===== config.mk =====
export PLATFORM = sky130hd
export DESIGN_NAME = xadc_drp_scanner
export DESIGN_NICKNAME = d
export VERILOG_FILES = /design/src/rtl/xadc_drp_scanner.sv
export SDC_FILE = /design/constraint.sdc
export NUM_CORES = 1
export LEC_CHECK = 0
export CELL_PAD_IN_SITES_DETAIL_PLACEMENT = 0
export CELL_PAD_IN_SITES_GLOBAL_PLACEMENT = 1
export CORE_MARGIN = 4
export CORE_UTILIZATION = 52
export CTS_BUF_LIST = sky130_fd_sc_hd__clkbuf_8
export DETAILED_ROUTE_END_ITERATION = 12
export DONT_BUFFER_PORTS = 1
export GPL_TIMING_DRIVEN = 0
export PLACE_DENSITY = 0.95
export SYNTH_ARGS = -nofsm -noshare
export SYNTH_HDL_FRONTEND = slang
export SYNTH_SLANG_ARGS = --single-unit

===== constraint.sdc =====
create_clock -name I_sys_clk -period 4.4 [get_ports I_sys_clk]
set_input_delay 0.88 -clock I_sys_clk [delete_from_list [all_inputs] [get_ports I_sys_clk]]
set_output_delay 0.88 -clock I_sys_clk [all_outputs]
set_load 0.05 [all_outputs]

===== src/rtl/xadc_drp_scanner.sv =====
// ---------------------------------------------------------------------------
// xadc_drp_scanner
//
// Table-driven DRP polling engine for the 7-series XADC hard block.
// After reset it performs a read-modify-write of Config Register 0 (DRP 0x40)
// to clear the averaging bits. It then reads every address in ADDR_LIST once
// per XADC end-of-sequence. Each captured word updates a per-slot hysteresis
// alarm. A DRDY watchdog abandons stuck transactions and raises a sticky
// error flag.
//
// Parameters
//   NCH        number of DRP addresses scanned per pass (1..32)
//   ADDR_LIST  NCH x 7 bits, slot i at [7i+6:7i], slot 0 scanned first
//   CFG0_MASK  AND mask applied to the Config Register 0 value during init
//   HI_LIMIT   NCH x 16 bits, alarm set threshold (word > limit sets)
//   LO_LIMIT   NCH x 16 bits, alarm clear threshold (word < limit clears)
//   TIMEOUT    maximum wait cycles for DRDY (8-bit counter)
//
// Ports
//   I_sys_clk    clock, also drives the XADC DCLK
//   I_rst_n      synchronous active-low reset
//   I_enable     scan enable, only looked at while waiting for EOS
//   I_busy       XADC BUSY, holds off the init read
//   I_eos        XADC end-of-sequence pulse
//   I_drdy       XADC DRDY
//   I_do         XADC DO
//   O_daddr      DRP address
//   O_den        DRP enable, one-cycle pulse per transaction
//   O_dwe        DRP write enable, high together with O_den on writes only
//   O_di         DRP write data
//   O_data       last captured word per slot, slot i at [16i+15:16i]
//   O_upd        one-cycle strobe, bit i set when slot i was just written
//   O_alarm      hysteresis alarm per slot
//   O_scan_done  one-cycle pulse after the last slot of a pass
//   O_scan_cnt   completed passes, wraps 0xFFFF -> 0
//   O_err        sticky DRDY timeout flag, cleared only by reset
// ---------------------------------------------------------------------------
module xadc_drp_scanner #(
  parameter int                NCH       = 8,
  parameter logic [NCH*7-1:0]  ADDR_LIST = {7'h27, 7'h26, 7'h25, 7'h24,
                                            7'h06, 7'h02, 7'h01, 7'h00},
  parameter logic [15:0]       CFG0_MASK = 16'h03FF,
  parameter logic [NCH*16-1:0] HI_LIMIT  = {NCH{16'hFFFF}},
  parameter logic [NCH*16-1:0] LO_LIMIT  = {NCH{16'h0000}},
  parameter int                TIMEOUT   = 255
) (
  input  logic              I_sys_clk,
  input  logic              I_rst_n,
  input  logic              I_enable,
  input  logic              I_busy,
  input  logic              I_eos,
  input  logic              I_drdy,
  input  logic [15:0]       I_do,
  output logic [6:0]        O_daddr,
  output logic              O_den,
  output logic              O_dwe,
  output logic [15:0]       O_di,
  output logic [NCH*16-1:0] O_data,
  output logic [NCH-1:0]    O_upd,
  output logic [NCH-1:0]    O_alarm,
  output logic              O_scan_done,
  output logic [15:0]       O_scan_cnt,
  output logic              O_err
);

  localparam int             SW        = (NCH > 1) ? $clog2(NCH) : 1;
  localparam logic [SW-1:0]  LAST_SLOT = SW'(NCH - 1);
  localparam logic [7:0]     TMO       = 8'(TIMEOUT);
  localparam logic [6:0]     CFG0_ADDR = 7'h40;

  typedef enum logic [2:0] {
    INIT_RD,
    INIT_RWAIT,
    INIT_WR,
    INIT_WWAIT,
    WAIT_EOS,
    RD,
    RD_WAIT,
    DONE
  } state_t;

  state_t        state;
  logic [SW-1:0] slot;
  logic [7:0]    tcnt;

  logic [6:0]    slot_addr;
  logic [15:0]   slot_hi;
  logic [15:0]   slot_lo;
  logic          timed_out;
  logic          last_slot;

  // Per-slot table lookups for the slot currently being scanned.
  always_comb begin
    slot_addr = ADDR_LIST[int'(slot)*7 +: 7];
    slot_hi   = HI_LIMIT[int'(slot)*16 +: 16];
    slot_lo   = LO_LIMIT[int'(slot)*16 +: 16];
    timed_out = (tcnt == TMO);
    last_slot = (slot == LAST_SLOT);
  end

  // Scan sequencer. Every *_WAIT state is entered from a den cycle, which
  // also clears the watchdog, so the counter measures wait cycles only.
  // DRDY is only looked at in the *_WAIT states; anything arriving elsewhere
  // (e.g. a response left over from before a reset) is ignored.
  always_ff @(posedge I_sys_clk) begin
    if (!I_rst_n) begin
      state       <= INIT_RD;
      slot        <= '0;
      tcnt        <= '0;
      O_daddr     <= '0;
      O_den       <= 1'b0;
      O_dwe       <= 1'b0;
      O_di        <= '0;
      O_data      <= '0;
      O_upd       <= '0;
      O_alarm     <= '0;
      O_scan_done <= 1'b0;
      O_scan_cnt  <= '0;
      O_err       <= 1'b0;
    end else begin
      // Strobes default low so each is a single-cycle pulse.
      O_den       <= 1'b0;
      O_dwe       <= 1'b0;
      O_upd       <= '0;
      O_scan_done <= 1'b0;

      case (state)
        // Read Config Register 0 once the XADC is not busy.
        INIT_RD: begin
          if (!I_busy) begin
            O_daddr <= CFG0_ADDR;
            O_den   <= 1'b1;
            tcnt    <= '0;
            state   <= INIT_RWAIT;
          end
        end

        // Masked value becomes the write data. On timeout the write is
        // skipped so the configuration is left exactly as it was.
        INIT_RWAIT: begin
          if (I_drdy) begin
            O_di  <= I_do & CFG0_MASK;
            state <= INIT_WR;
          end else if (timed_out) begin
            O_err <= 1'b1;
            state <= WAIT_EOS;
          end else begin
            tcnt <= tcnt + 8'd1;
          end
        end

        INIT_WR: begin
          O_daddr <= CFG0_ADDR;
          O_den   <= 1'b1;
          O_dwe   <= 1'b1;
          tcnt    <= '0;
          state   <= INIT_WWAIT;
        end

        INIT_WWAIT: begin
          if (I_drdy) begin
            state <= WAIT_EOS;
          end else if (timed_out) begin
            O_err <= 1'b1;
            state <= WAIT_EOS;
          end else begin
            tcnt <= tcnt + 8'd1;
          end
        end

        // EOS is only honoured here; pulses during a pass are dropped.
        WAIT_EOS: begin
          if (I_eos && I_enable) begin
            slot  <= '0;
            state <= RD;
          end
        end

        RD: begin
          O_daddr <= slot_addr;
          O_den   <= 1'b1;
          tcnt    <= '0;
          state   <= RD_WAIT;
        end

        // A timed-out slot keeps its old word and alarm but the pass still
        // moves on, so one dead register cannot stall the whole scan.
        RD_WAIT: begin
          if (I_drdy || timed_out) begin
            if (I_drdy) begin
              O_data[int'(slot)*16 +: 16] <= I_do;
              O_upd[slot]                 <= 1'b1;
              if (I_do > slot_hi) begin
                O_alarm[slot] <= 1'b1;
              end else if (I_do < slot_lo) begin
                O_alarm[slot] <= 1'b0;
              end
            end else begin
              O_err <= 1'b1;
            end
            if (last_slot) begin
              state <= DONE;
            end else begin
              slot  <= slot + 1'b1;
              state <= RD;
            end
          end else begin
            tcnt <= tcnt + 8'd1;
          end
        end

        DONE: begin
          O_scan_done <= 1'b1;
          O_scan_cnt  <= O_scan_cnt + 16'd1;
          state       <= WAIT_EOS;
        end

        default: state <= INIT_RD;
      endcase
    end
  end

endmodule


==> results by group <==
STA
  • RSZ-0062 raised after global routing: no
  • Final min period: 3.05 ns
  • Max-slew headroom: 49.8%
  • Setup TNS Final: 0 ns
  • # setup viols final: 0
  • WHS: 0.472 ns
  • Slew at the pin closest to its max-slew limit: 0.753 ns
  • Final Skew: 0.00958 ns
  • Post-route setup slack: 1.35 ns
  • Slew Limit Fails: 0
  • Final hold vios: 0
  • FMAX: 0.328 GHz
  • Period utilisation layout: 69.2%

Yosys
  • Synth Instances: 905
  • Synth Register Bits: 193
  • Largest cells by area after synthesis: dfxtp_1 (49%), nand2_1 (7.4%), a21boi_0 (4.8%)
  • Syn Area/Cell: 8.79 sq um
  • Top FF cell, synth: dfxtp_1
  • Synth top area share: 48.6%
  • Register area share after synthesis: 48.6%
  • Unique masters post-synth: 62
  • Post-synth ARST share: 0%
  • Yosys top cell by area: dfxtp_1
  • Mapped cell area: 7950 sq um
  • Syn. warnings: 0
  • EDFF count, synth: 0

Setup path
  • R2R cell count: 9
  • WS Path Type: flip-flop to flip-flop
  • Reg-to-Reg Start: slot[2]$_SDFFE_PN0P_
  • Worst setup SP type: flip-flop
  • RR Endpoint: O_data[109]$_SDFFE_PN0P_
  • Worst EP required: 4.75 ns
  • Max FO, Critical Path: 10
  • Arrival time worst endpoint: 3.40 ns
  • R2R setup slack: 1.35 ns
  • CP endpoint kind: flip-flop

Clock tree
  • CTS buffer count: 17
  • Post-CTS Resized: 0
  • CTS tree: yes
  • Clock Tree Buf Depth: 2
  • # Post-CTS Setup Buffers: 0
  • Sink Count: 193
  • Root buffer cell: clkbuf_8
  • Total number of H-tree levels: 4
  • Worst-skew pair later-pin latency: 0.46 ns
  • CTS Hold Bufs: 0
  • Clk slew on worst S/H paths: 0.10 ns

Routing
  • Vias: 6,364
  • Final wirelength: 22.1 mm
  • Residual DRC count: 0
  • Post-DRT Antenna Nets: 0
  • Post-DR wirelength/cell: 19.6 microns
  • Vias per cell: 5.65
  • 1st-iter DRT viols: 523
  • Detailed Routing Iterations Pass 1: 6

Final layout
  • Finished Layout Cells: 1,127
  • Syn-to-layout area delta: 8.14%
  • Layout fillers: 1,342
  • Layout Nets: 961
  • Layout cells sized above 1: 8.17%
  • Area occupied by multi-input gates: 3640 sq um
  • Commonest non-fill, non-tap cell in the layout: dfxtp_1
  • Ant. Diodes: 0
  • Most frequent cells in the layout: dfxtp_1 (193), nand2_1 (156), nor2b_1 (54)
  • Register area: 3860 sq um

Run
  • Max Cap Violations: 0

Global route
  • First-pass GRT wire length: 33.6 mm
  • Routing usage on met2: 38.4%
  • Met1 global-route usage: 31.6%
  • Total track usage: 24.6%
  • Initial antenna violation count: 0
  • Largest net degree at the start of global routing: 18
  • Grt met3 use: 9.90%
  • Busiest layer in global routing: met2
  • GRT Residual Overflow: 0
  • Vias in the first global route: 5,699

Floorplanning
  • Die height: 132 microns
  • I/O pins: 209
  • Num rows: 44
  • Core region area: 14,800 sq um
  • Initial Utilization: 53.9%
  • Chip width: 132 microns
  • Die ar.: 17,300 sq um

Place
  • HPWL after DPL: 15.8 mm
  • PortBufs: 0
  • Dpl ws: 1.39 ns
  • GP Congestion: 0.832
  • Placed insts: 1,096

Min path
  • Worst Hold End: tcnt[1]$_SDFFE_PN0P_
  • Hold wc startpoint: tcnt[1]$_SDFFE_PN0P_
  • Worst hold path type: flip-flop to flip-flop
  • Hold path cells: 2

Power and ir drop
  • Switching share of power: 25.8%
  • P_int: 2.33 mW
  • Share of power burned in registers: 57.1%
  • Tot Pwr: 3.14 mW
  • Power Dens Cells: 365 nW/um^2
  • Clock share of power: 37.3%
  • Leakage power: 2.93 nW
  • Psw: 0.810 mW
  • Peak VDD IR: 203 uV
  • Combinational Power Share: 5.6%

Outcome
  • Status: finished clean
critical path, stage by stage (launching register included):
cell and delay (ns):
dfxtp_1 0.39, clkbuf_1 0.45, inv_1 0.17, ha_1 0.40, nand2b_2 0.26, nor3_4 0.36, o211ai_1 0.38, clkbuf_1 0.32
nand2_1 0.12, a21boi_0 0.08
registers in the layout (all words and copies together) (netlist names):
| signal | count |
|---|---|
| O_scan_done | 1 |
| O_upd | 8 |
| tcnt | 8 |
| O_data | 128 |
| O_den | 1 |
| O_alarm | 8 |
| O_dwe | 1 |
| state | 3 |
| O_di | 10 |
| O_err | 1 |
| slot | 3 |
| O_scan_cnt | 16 |
| O_daddr | 5 |
power groups by stage:
stage / logic, mW / registers (mW) / clock network, mW
after floorplan: 0.129 / 1.83 / 0
after detailed placement: 0.175 / 1.83 / 0
after global placement: 0.175 / 1.83 / 0
final: 0.177 / 1.79 / 1.17
after CTS: 0.176 / 1.79 / 1.19
after global routing: 0.190 / 1.80 / 1.26
layout make-up:
| type | instances | share of cell area [%] |
|---|---|---|
| Sequential cell | 193 | 44.9 |
| Buffer | 84 | 5.14 |
| Tap cell | 184 | 2.68 |
| Clock inverter | 14 | 1.82 |
| Clock buffer | 17 | 2.72 |
| Multi-Input combinational cell | 627 | 42.4 |
| Inverter | 8 | 0.349 |
per-layer routing:
metal | wire [microns] | up-vias | share of wire (%)
li1 | - | 3078 | -
met1 | 9380 | 3002 | 42
met2 | 10000 | 257 | 45
met3 | 2260 | 27 | 10
met4 | 411 | 0 | 1.9
met5 | 0 | - | 0
worst max path at each step:
stage,from,to,slack (ns)
after global routing,slot[2]$_SDFFE_PN0P_,O_data[104]$_SDFFE_PN0P_,1.12
after floorplan,slot[2]$_SDFFE_PN0P_,O_data[102]$_SDFFE_PN0P_,2.00
after global placement,slot[2]$_SDFFE_PN0P_,O_data[111]$_SDFFE_PN0P_,1.41
final,slot[2]$_SDFFE_PN0P_,O_data[109]$_SDFFE_PN0P_,1.35
after detailed placement,slot[2]$_SDFFE_PN0P_,O_data[110]$_SDFFE_PN0P_,1.39
after CTS,slot[2]$_SDFFE_PN0P_,O_data[109]$_SDFFE_PN0P_,1.38
Yosys cell counts (14+ instances only):
master / count
mux2i_1: 17
o21ai_0: 45
a21oi_1: 39
a21boi_0: 51
buf_4: 14
nand4_1: 23
nand3_1: 50
and2_1: 43
nor2_1: 32
nand2_1: 156
dfxtp_1: 193
clkbuf_1: 50
nor2b_1: 54
logic make-up after synthesis:
family                   after synthesis  synth area share, %
buffers and inverters                 92                 5.93
adder cells (fa/ha/maj)                8                 1.26
XOR/XNOR                              15                 1.65
multiplexers                          17                 2.14
AO/OA/AOI/OAI                        164                 13.5
flip-flops                           193                 48.6
other                                  1               0.0472
AND/OR/NAND/NOR                      415                 26.8
through the flow:
step | cell area, sq um | util (%)
4_1_cts | 8600 | 58.3
6_report | 8600 | 58.3
3_5_place_dp | 8210 | 55.6
2_1_floorplan | 7980 | -
3_3_place_gp | 8210 | 55.6
5_1_grt | 8600 | 58.3
Note: power is estimated with default switching activity, not from simulation.
